**src/rtl/trace_defs_pkg.sv**
```systemverilog
// Shared trace-entry definitions: event kinds, entry layout and address normalisation.
package trace_defs;

    localparam logic KIND_GRF = 1'b0;
    localparam logic KIND_DM  = 1'b1;

    // Entry packed as {kind, pc, addr, data}
    localparam int TRACE_W = 97;

    typedef struct packed {
        logic        kind;
        logic [31:0] pc;
        logic [31:0] addr;
        logic [31:0] data;
    } trace_ent_t;

    // GRF events keep only the register number; DM events keep the byte address
    function automatic logic [31:0] norm_addr(input logic kind, input logic [31:0] addr);
        return (kind == KIND_GRF) ? {27'b0, addr[4:0]} : addr;
    endfunction

    // Writes to $0 never change architectural state, so they are not traced
    function automatic logic is_filtered(input logic kind, input logic [31:0] addr);
        return (kind == KIND_GRF) && (addr[4:0] == 5'd0);
    endfunction

endpackage

```
**src/rtl/trace_mem.sv**
```systemverilog
// Entry storage: DEPTH x TRACE_W registers, one write port, one asynchronous read port.
module trace_mem
    import trace_defs::*;
#(
    parameter int DEPTH = 16,
    parameter int AW    = $clog2(DEPTH)
) (
    input  logic               clk,
    input  logic               we,
    input  logic [AW-1:0]      waddr,
    input  logic [TRACE_W-1:0] wdata,
    input  logic [AW-1:0]      raddr,
    output logic [TRACE_W-1:0] rdata
);

    logic [TRACE_W-1:0] mem_q [DEPTH];

    // Array is deliberately unreset; the FIFO gates the read data when empty
    always_ff @(posedge clk) begin
        if (we) mem_q[waddr] <= wdata;
    end

    assign rdata = mem_q[raddr];

endmodule

```
**src/rtl/wb_trace_fifo.sv**
```systemverilog
// Commit trace FIFO: filters $0 writes, normalises GRF addresses, buffers events
// and counts drops when full. Push-to-output latency is one cycle.
module wb_trace_fifo
    import trace_defs::*;
#(
    parameter int DEPTH = 16,
    parameter int CNT_W = 16
) (
    input  logic                       clk,
    input  logic                       reset,
    input  logic                       ev_valid,
    input  logic                       ev_kind,
    input  logic [31:0]                ev_pc,
    input  logic [31:0]                ev_addr,
    input  logic [31:0]                ev_data,
    output logic                       out_valid,
    input  logic                       out_ready,
    output logic                       out_kind,
    output logic [31:0]                out_pc,
    output logic [31:0]                out_addr,
    output logic [31:0]                out_data,
    output logic [$clog2(DEPTH):0]     count,
    output logic                       overflow,
    output logic [CNT_W-1:0]           drop_cnt
);

    localparam int AW = $clog2(DEPTH);
    localparam int CW = AW + 1;

    logic [AW-1:0]    wr_ptr_q, wr_ptr_d;
    logic [AW-1:0]    rd_ptr_q, rd_ptr_d;
    logic [CW-1:0]    count_q, count_d;
    logic             overflow_q, overflow_d;
    logic [CNT_W-1:0] drop_cnt_q, drop_cnt_d;

    logic       push_req, push, pop, full, empty, drop;
    trace_ent_t wr_ent, rd_ent;
    logic [TRACE_W-1:0] rd_raw;

    assign empty = (count_q == '0);
    assign full  = (count_q == CW'(DEPTH));

    // Handshake decode; a full FIFO still accepts when the head leaves this cycle
    always_comb begin
        push_req = ev_valid && !is_filtered(ev_kind, ev_addr);
        pop      = !empty && out_ready;
        push     = push_req && (!full || pop);
        drop     = push_req && full && !pop;
        wr_ent   = '{kind: ev_kind, pc: ev_pc, addr: norm_addr(ev_kind, ev_addr), data: ev_data};
    end

    // Next-state for pointers, occupancy and drop accounting
    always_comb begin
        wr_ptr_d   = wr_ptr_q;
        rd_ptr_d   = rd_ptr_q;
        count_d    = count_q;
        overflow_d = overflow_q;
        drop_cnt_d = drop_cnt_q;
        if (push) wr_ptr_d = wr_ptr_q + AW'(1);
        if (pop)  rd_ptr_d = rd_ptr_q + AW'(1);
        if (push && !pop)      count_d = count_q + CW'(1);
        else if (!push && pop) count_d = count_q - CW'(1);
        if (drop) begin
            overflow_d = 1'b1;
            if (drop_cnt_q != '1) drop_cnt_d = drop_cnt_q + CNT_W'(1);
        end
    end

    // State registers; reset wins over any same-cycle push or pop
    always_ff @(posedge clk) begin
        if (reset) begin
            wr_ptr_q   <= '0;
            rd_ptr_q   <= '0;
            count_q    <= '0;
            overflow_q <= 1'b0;
            drop_cnt_q <= '0;
        end else begin
            wr_ptr_q   <= wr_ptr_d;
            rd_ptr_q   <= rd_ptr_d;
            count_q    <= count_d;
            overflow_q <= overflow_d;
            drop_cnt_q <= drop_cnt_d;
        end
    end

    trace_mem #(.DEPTH(DEPTH), .AW(AW)) u_mem (
        .clk   (clk),
        .we    (push && !reset),
        .waddr (wr_ptr_q),
        .wdata (wr_ent),
        .raddr (rd_ptr_q),
        .rdata (rd_raw)
    );

    // Head fields read as zero when empty so stale/unreset array content never leaks
    always_comb begin
        rd_ent = empty ? '0 : trace_ent_t'(rd_raw);
    end

    assign out_valid = !empty;
    assign out_kind  = rd_ent.kind;
    assign out_pc    = rd_ent.pc;
    assign out_addr  = rd_ent.addr;
    assign out_data  = rd_ent.data;
    assign count     = count_q;
    assign overflow  = overflow_q;
    assign drop_cnt  = drop_cnt_q;

endmodule

```
**config.mk**
```make
export PLATFORM = sky130hd
export DESIGN_NAME = wb_trace_fifo
export DESIGN_NICKNAME = d
export VERILOG_FILES = /design/src/rtl/trace_defs_pkg.sv /design/src/rtl/trace_mem.sv /design/src/rtl/wb_trace_fifo.sv
export SDC_FILE = /design/constraint.sdc
export NUM_CORES = 1
export LEC_CHECK = 0
export CAP_MARGIN = 20
export CORE_MARGIN = 2
export CORE_UTILIZATION = 30
export DETAILED_ROUTE_END_ITERATION = 8
export PLACE_DENSITY = 0.5
export SYNTH_ARGS = -nofsm -noshare
export SYNTH_HDL_FRONTEND = slang
export SYNTH_SLANG_ARGS = --single-unit
```
**constraint.sdc**
```tcl
create_clock -name clk -period 6.72 [get_ports clk]
set_input_delay 0.672 -clock clk [delete_from_list [all_inputs] [get_ports clk]]
set_output_delay 0.672 -clock clk [all_outputs]
set_load 0.03 [all_outputs]
```
Word level (Yosys, flattened, before mapping) --
Memory sizes are Yosys's and may differ from the RTL's. A register that Yosys moved wholly into a read port is not among the register bits. Index checks and enable logic that the tools add are counted.
Word-level totals: bits in registers 30, latch bits 0, memory bits (writable) 1552, memory bits (read-only) 0, bits of input ports 101, output and inout port bits 120, logic and storage cells 42, memories kept 1
Memories:
- u_mem.mem_q | depth 16, width 97, rd ports 1, clocked after Yosys merged registers in 1, wr ports 1, RTL line trace_mem.sv:16 | logic [TRACE_W-1:0] mem_q [DEPTH];
Operators by class: add/subtract/negate cells 5, $mul 0, div/mod/pow operators 0, magnitude comparators 0, equality and inequality tests 2, shift operators 0, multiplexer cells 8, bitwise gates (word level) 1, reductions and logical operators 20
Operators with widths (number):
- 97-bit 2-to-1 mux | 1
- 32-bit 2-to-1 mux | 1
- 16-bit by 1-bit adder with 16-bit output (second input constant) | 1
- 16-bit != test (second input constant) | 1
- 5-bit logical NOT | 2
- 5-bit 2-to-1 mux | 2
- 1-bit logical AND | 9
- 4-bit by 1-bit adder with 4-bit output (second input constant) | 2
- 4-bit 2-to-1 mux | 2
- 1-bit logical NOT | 6
- 5-bit by 1-bit adder with 5-bit output (second input constant) | 1
- 5-bit == test (second input constant) | 1
- 5-bit by 1-bit subtractor with 5-bit output (second input constant) | 1
- 1-bit 2-to-1 mux | 2
- 2-bit AND reduction | 1
- 2-bit nonzero test | 1
- 1-bit logical OR | 1
- 1-bit NOT | 1

Depth between registers and ports, before layout --
Gate-level depths: netlist of the first run.
depth after elaboration 9, gate-level depth with buffers 13, gate-level depth less buffers 11

By module --
Synthesis of the first run repeated with hierarchy kept, for this count alone.
Second synthesis, totals: cells, all modules 2696, area total of the unflattened synthesis 60269.1 µm²
Modules (own cells, without submodules):
- trace_mem | times used 1, cells each 2387, area an instance 57926.8 µm², seq. area each 46604.7 µm²
- wb_trace_fifo | times used 1, cells each 309, area an instance 2342.2 µm², seq. area each 600.6 µm²

Least setup slack after synthesis of the first run --
No wires, ideal clock.
kind reg-to-reg, start point register count_q[0] (netlist: count[0]), end point memory u_mem.mem_q[12][0], enable pin, setup time 0.554 ns, arrival time 5.701 ns, data required time 6.166 ns, slack 0.465 ns, cell stages (with the launch flop) 8, path buffers 2, clock period less this slack 6.255 ns, cell sequence dfxtp_1 > nor4_4 > nand3b_2 > clkbuf_1 > and2_1 > clkbuf_1 > nand2_1 > nor2_1
On the way: word-level cells in the longest chain between the ends 8, elaborated cells on any way between the ends 10, classes of those cells eq/ne: 1; mux: 2; reduce/logical: 7
Ends and longest elaborated chain:
- start, declared | RTL line wb_trace_fifo.sv:32 | logic [CW-1:0] count_q, count_d;
- start signal, assigned | RTL line wb_trace_fifo.sv:80 | count_q <= count_d;
- 5-bit logical NOT | RTL line wb_trace_fifo.sv:40 | assign empty = (count_q == '0);
- 1-bit logical NOT | RTL line wb_trace_fifo.sv:46 | pop = !empty && out_ready;
- 1-bit logical AND | RTL line wb_trace_fifo.sv:46
- 1-bit logical OR * | RTL line wb_trace_fifo.sv:47 | push = push_req && (!full || pop);
- 1-bit logical AND * | RTL line wb_trace_fifo.sv:47
- 1-bit logical AND * | RTL line wb_trace_fifo.sv:88 | .we (push && !reset),
- 1-bit 2-to-1 mux * | RTL line trace_mem.sv:20 | if (we) mem_q[waddr] <= wdata;
- 1-bit 2-to-1 mux (not written as such) * | RTL line trace_mem.sv:20
- end, declared | RTL line trace_mem.sv:16
Mark *: on every way between the ends. The rest lies on a longest branch, timed or not.

==> results of run 1 <==
==> metrics by stage <==
| step | setup WS [ps] | util [%] | cell area, sq um | hold WS, ps | power [W] |
|---|---|---|---|---|---|
| after detailed placement | 2150 | 33.2 | 66400 | 469 | 0.0178 |
| final | 1840 | 35.8 | 71600 | 479 | 0.0261 |
| after global placement | 2160 | 33.2 | 66400 | 455 | 0.0178 |
| after CTS | 1560 | 35.8 | 71600 | 483 | 0.0267 |
| after floorplan | 465 | - | 60400 | 459 | 0.0154 |
| after global routing | 1510 | 35.8 | 71600 | 525 | 0.0273 |
==> kinds of logic (layout without fill, tap and decap cells) <==
kind of cell	Yosys count	after routing	share of synthesized area, %
compound gates	121	121	1.26
xor+xnor	17	17	0.247
fa+ha+maj	11	11	0.240
buf+inv	144	593	0.970
flops	1586	1586	78.3
mux	587	587	17.8
other cells	0	4	0
simple gates	129	129	1.18
==> flip-flops by register name, indices dropped and copies added, names as in the netlist, named ones only <==
| register | count |
|---|---|
| u_mem.mem_q | 1552 |
| count | 5 |
| rd_ptr_q | 4 |
| wr_ptr_q | 4 |
| drop_cnt | 16 |
| overflow | 1 |
==> report_power, final <==
| part | leakage, nW | switching [W] | internal (W) |
|---|---|---|---|
| sequential | 14.3 | 0.000152 | 0.0110 |
| combinational | 4.27 | 0.00338 | 0.00284 |
| clock | 2.55 | 0.00382 | 0.00496 |
| total | 21.1 | 0.00735 | 0.0188 |
==> routing by layer <==
layer  vias up  GRT usage, %  share of wire [%]
met3       211          2.37                3.6
met2       542          26.4                 54
li1      11700             -                  -
met4         6          3.81                1.9
met5         -             0              0.026
met1     14900          18.4                 41
==> path summary, 6_finish.rpt <==
| check | from | endpoint | cells after the start | slack [ps] |
|---|---|---|---|---|
| worst max-delay path | flip-flop | out_pc[19] | 5 | 1840 |
| worst min-delay path | overflow | overflow | 2 | 480 |
| worst max register to register | count[0] | u_mem.mem_q[10][84] | 6 | 3370 |
| worst min register to register | overflow | overflow | 2 | 480 |
==> worst max-delay path: stages, from the launching register on <==
cell and delay [ps]:
dfxtp_4 1010, buf_4 490, mux4_2 540, mux2i_1 440, o22ai_1 220, clkdlybuf4s50_1 640
==> layout by cell type (no fill, tap or decap), drive strengths merged, types with 10 or more instances in the layout <==
master	count
nand3	11
clkdlybuf4s50	219
clkinv	80
mux2i	197
and2	29
o22ai	97
nor2	41
nand2	10
a21oi	12
edfxtp	1552
inv	10
ha	10
clkbuf	204
mux4	388
dfxtp	34
xnor2	10
buf	70
==> cell type report <==
class                      instances  area, sq um
fill                           18500       128000
clock inverter                    96          790
tap                             2656         3320
clock buffer                     204         4390
inverter                           4         15.0
sequential                      1586        47300
antenna                            4         10.0
timing repair buffer             289         3120
multi-input combinational        865        12600
==> results.cfg, run 1 <==
[route]
wl_microns = 151000
vias = 27400
via_per_inst = 4.80
initialDrtViolationCount = 1824
ant_nets = 0
dr.pass1.iters = 5
post_drt_wl_per_cell_microns = 26.5
drcViolationCount = 0

[yosys]
synth_top_area_share_pct = 77.2
ys.flop_type = edfxtp_1
syn_inst = 2595
synth_area_leaders = edfxtp_1 77%, mux4_2 14%, mux2i_1 3.3%
syn_area_sq_um = 60400
synth-edff-count = 1552
ys_warn_count = 0
yosysMostFrequentCell = edfxtp_1
async_flop_share_pct = 0
synth-seq-cells = 1586
yosys.cell_types.count = 40
synth.yosys.seq_area_share_pct = 78.3
synthTopCellsByCount = 1552 x edfxtp_1, 388 x mux4_2, 197 x mux2i_1
synth_top_area_cell = edfxtp_1
synth_area_per_cell_sq_um = 23.3
syn_nets = 2707

[placed_design]
dp_hpwl_microns = 79900
gp_routability_congestion = 0.723
dp_cells = 5400
io_buffers = 220

[power]
power.density_nw_per_um2 = 365
p_leak_nw = 21.1
ir_drop_uv = 255

[cts]
cts_tree = built
cts_inserted_buffers = 167
cts_sinks = 1586
cts-root-buf = clkbuf_16
holdBufCountCts = 0
clk_pin_slew_worst_paths_ps = 60
clk_latency_ps = 800
clk_path_buf_depth = 3
cts_setup_buffers = 0
htree_num_levels = 4
post_cts_resized = 0

[grt]
grt_usage_pct = 14.7
grt_pass1_vias = 29200
grt_first_pass_wirelength_microns = 217000
grt_max_degree = 98
grt-ovfl-total = 0
antenna_found_initial = 18

[cells_and_area]
drive_gt1_share_pct = 23.5
nets = 3025
area_growth_pct = 18.5
finalNonFillerCells = 5704

[floorplanning]
start_util_pct = 30.2
rows = 164
core_sq_um = 200000
fp.dieH_microns = 453
dieArea_sq_um = 205000
die_w_microns = 453
ios = 221

[sta]
fin_crit_ps = 4880
hold_viol_final = 0
timing.fmax_mhz = 205
setup_tns_ps = 0
slew_headroom_pct = 31.9
rsz0062_at_grt = no
period_share_pct = 72.6
final.setup_skew_ps = 35.6
setup_violations = 0
slew_viol_final = 0
tightest_slew_ps = 1020

[setup_path]
criticalPathCategory = flip-flop to output port
critPathMaxFanout = 41
required_ps = 6050
critPathArrivalTime_ps = 4210
endpoint_kind = output port
setup.worst_path.start_class = flip-flop

[job]
max-cap-violations = 0

[hold_path]
hp-class = flip-flop to flip-flop

[outcome]
status = complete, no violations
Note: power is estimated with default switching activity, not from simulation.
==> run 2: changes to the inputs <==
==> constraint.sdc (replaced) <==
create_clock -name clk -period 4.9 [get_ports clk]
set_input_delay 0.49 -clock clk [delete_from_list [all_inputs] [get_ports clk]]
set_output_delay 0.49 -clock clk [all_outputs]
set_load 0.03 [all_outputs]
==> results.cfg, run 2 (synthesis gave the netlist of run 1 again) <==
[setup_path]
required_ps = 4410
critPathArrivalTime_ps = 3990
cpMaxStageDelayCell = clkdlybuf4s50_1
critPathMaxFanout = 35
setup.worst_path.start_class = flip-flop
slowest_delay_ps = 780
cp_cell_sequence = nor4_4 -> nand2b_1 -> nand2b_4 -> buf_12 -> o22ai_1 -> clkdlybuf4s50_1
crit_buf_inv = 2
endpoint_kind = output port
criticalPathCategory = flip-flop to output port
path_delay_family = buffers and inverters

[placed_design]
io_buffers = 220
dp_hpwl_microns = 85200
gp_routability_congestion = 0.709
place_area_sq_um = 67200

[cells_and_area]
fillers = 18300
layout_commonest_cell = edfxtp_1
drive_gt1_share_pct = 24.0
final_cell_mix = 1552 x edfxtp_1, 388 x mux4_2, 219 x clkdlybuf4s50_1
top_register = u_mem.mem_q
multi_input_area_sq_um = 12600
area_growth_pct = 19.5
design_area_sq_um = 72100
largest_register_ffs = 1552
area.sequential_sq_um = 47300
nets = 3075
final_core_util_pct = 36.1

[route]
dr.pass1.iters = 5
vias = 27500
drcViolationCount = 0
ant_nets = 0
via_per_inst = 4.79
wl_microns = 150000
initialDrtViolationCount = 1901
post_drt_wl_per_cell_microns = 26.2

[floorplanning]
die_w_microns = 453
rows = 164
dieArea_sq_um = 205000
ios = 221
start_util_pct = 30.2
core_sq_um = 200000
fp.dieH_microns = 453

[sta]
hold_slack_ps = 397
period_share_pct = 91.4
tightest_slew_ps = 946
rsz0062_at_grt = no
slew_viol_final = 0
final.setup_skew_ps = 42.0
setup_tns_ps = 0
setup_violations = 0
timing.fmax_mhz = 223
hold_viol_final = 0
slew_headroom_pct = 36.9
fin_crit_ps = 4480

[hold_path]
hp-class = input pin to flip-flop

[power]
p_leak_nw = 21.4
power_frac_seq_pct = 42.8
power_report.internal_total_w = 0.0255
p_sw_w = 0.0101
power.density_nw_per_um2 = 493
ir_drop_uv = 356
switching_share_pct = 28.3
p_clk_share_pct = 32.6
combPwrFrac_pct = 24.6

[cts]
holdBufCountCts = 0
cts_setup_buffers = 0
clk_path_buf_depth = 3
post_cts_resized = 0
clk_latency_ps = 810
cts_inserted_buffers = 163
htree_num_levels = 4
cts_tree = built
clk_pin_slew_worst_paths_ps = 60
cts-root-buf = clkbuf_16
cts_sinks = 1586

[grt]
grt_pass1_vias = 29300
grt-ovfl-total = 0
grt_max_degree = 79
grt_usage_pct = 14.6
antenna_found_initial = 19
grt_first_pass_wirelength_microns = 215000

[outcome]
status = complete, no violations

[job]
max-cap-violations = 0
run 2: changes by cell type in the layout (fill, tap and decap cells not counted), moves of 3 or more:
cell / before / now
buf_12: 32 / 64
clkbuf_1: 32 / 53
bufinv_16: 8 / 4
clkbuf_8: 3 / 0
clkinv_8: 6 / 2
clkinv_16: 1 / 6
clkinv_2: 33 / 16
clkbuf_16: 169 / 163
buf_4: 37 / 59
clkinv_1: 39 / 35
run 2: area by class of cell:
type | instances | area share (%)
clock buffer | 216 | 5.93
multi-input combinational | 865 | 17.5
clock inverter | 72 | 0.924
inverter | 4 | 0.0208
tap | 2656 | 4.61
sequential | 1586 | 65.6
antenna | 5 | 0.0173
timing repair buffer | 343 | 5.44
run 2: power groups by stage:
stage                     sequential (W)  clock [W]  combinational [W]
final                             0.0152     0.0116            0.00874
after global routing              0.0152     0.0124            0.00934
after CTS                         0.0152     0.0119            0.00906
after detailed placement          0.0155          0            0.00904
after global placement            0.0155          0            0.00907
after floorplan                   0.0155          0            0.00572
run 2: per-stage QoR:
| stage | cells | setup WS, ps | total power [W] |
|---|---|---|---|
| 3_3_place_gp | 5454 | 812 | 0.0246 |
| 3_5_place_dp | 5454 | 856 | 0.0246 |
| 6_report | 5747 | 422 | 0.0356 |
| 2_1_floorplan | 2595 | -1360 | 0.0212 |
| 4_1_cts | 5742 | 252 | 0.0362 |
| 5_1_grt | 5747 | 265 | 0.0370 |
run 2: path summary, 6_finish.rpt:
path	slack, ps	start	endpoint	cells past startpoint
worst max-delay path	420	count[0]	out_addr[31]	6
worst min-delay path	400	ev_kind	overflow	6
worst max register to register	1840	count[0]	count[4]	11
worst min register to register	470	overflow	overflow	2
run 2: tightest hold or removal path, stage by stage:
cell and delay, ps:
buf_2 140, or4_1 200, o31ai_4 110, nor2_1 110, nor2_1 50, nor2_1 70
run 2: layer usage:
metal / track usage (%) / vias up / part of all wire, %
met1: 18.4 / 14900 / 41
met4: 4.22 / 10 / 2.1
met5: 0 / - / 0.039
met2: 25.7 / 604 / 53
met3: 2.38 / 189 / 3.7
li1: - / 11800 / -
==> run 3: changes to the inputs <==
--- a/config.mk
+++ b/config.mk
@@ -10,6 +10,7 @@
 export CORE_UTILIZATION = 30
 export DETAILED_ROUTE_END_ITERATION = 8
 export PLACE_DENSITY = 0.5
+export SLEW_MARGIN = 10
 export SYNTH_ARGS = -nofsm -noshare
 export SYNTH_HDL_FRONTEND = slang
 export SYNTH_SLANG_ARGS = --single-unit
==> results of run 3 <==
No change in the layout: final DEF, timing and power equal those of run 2.
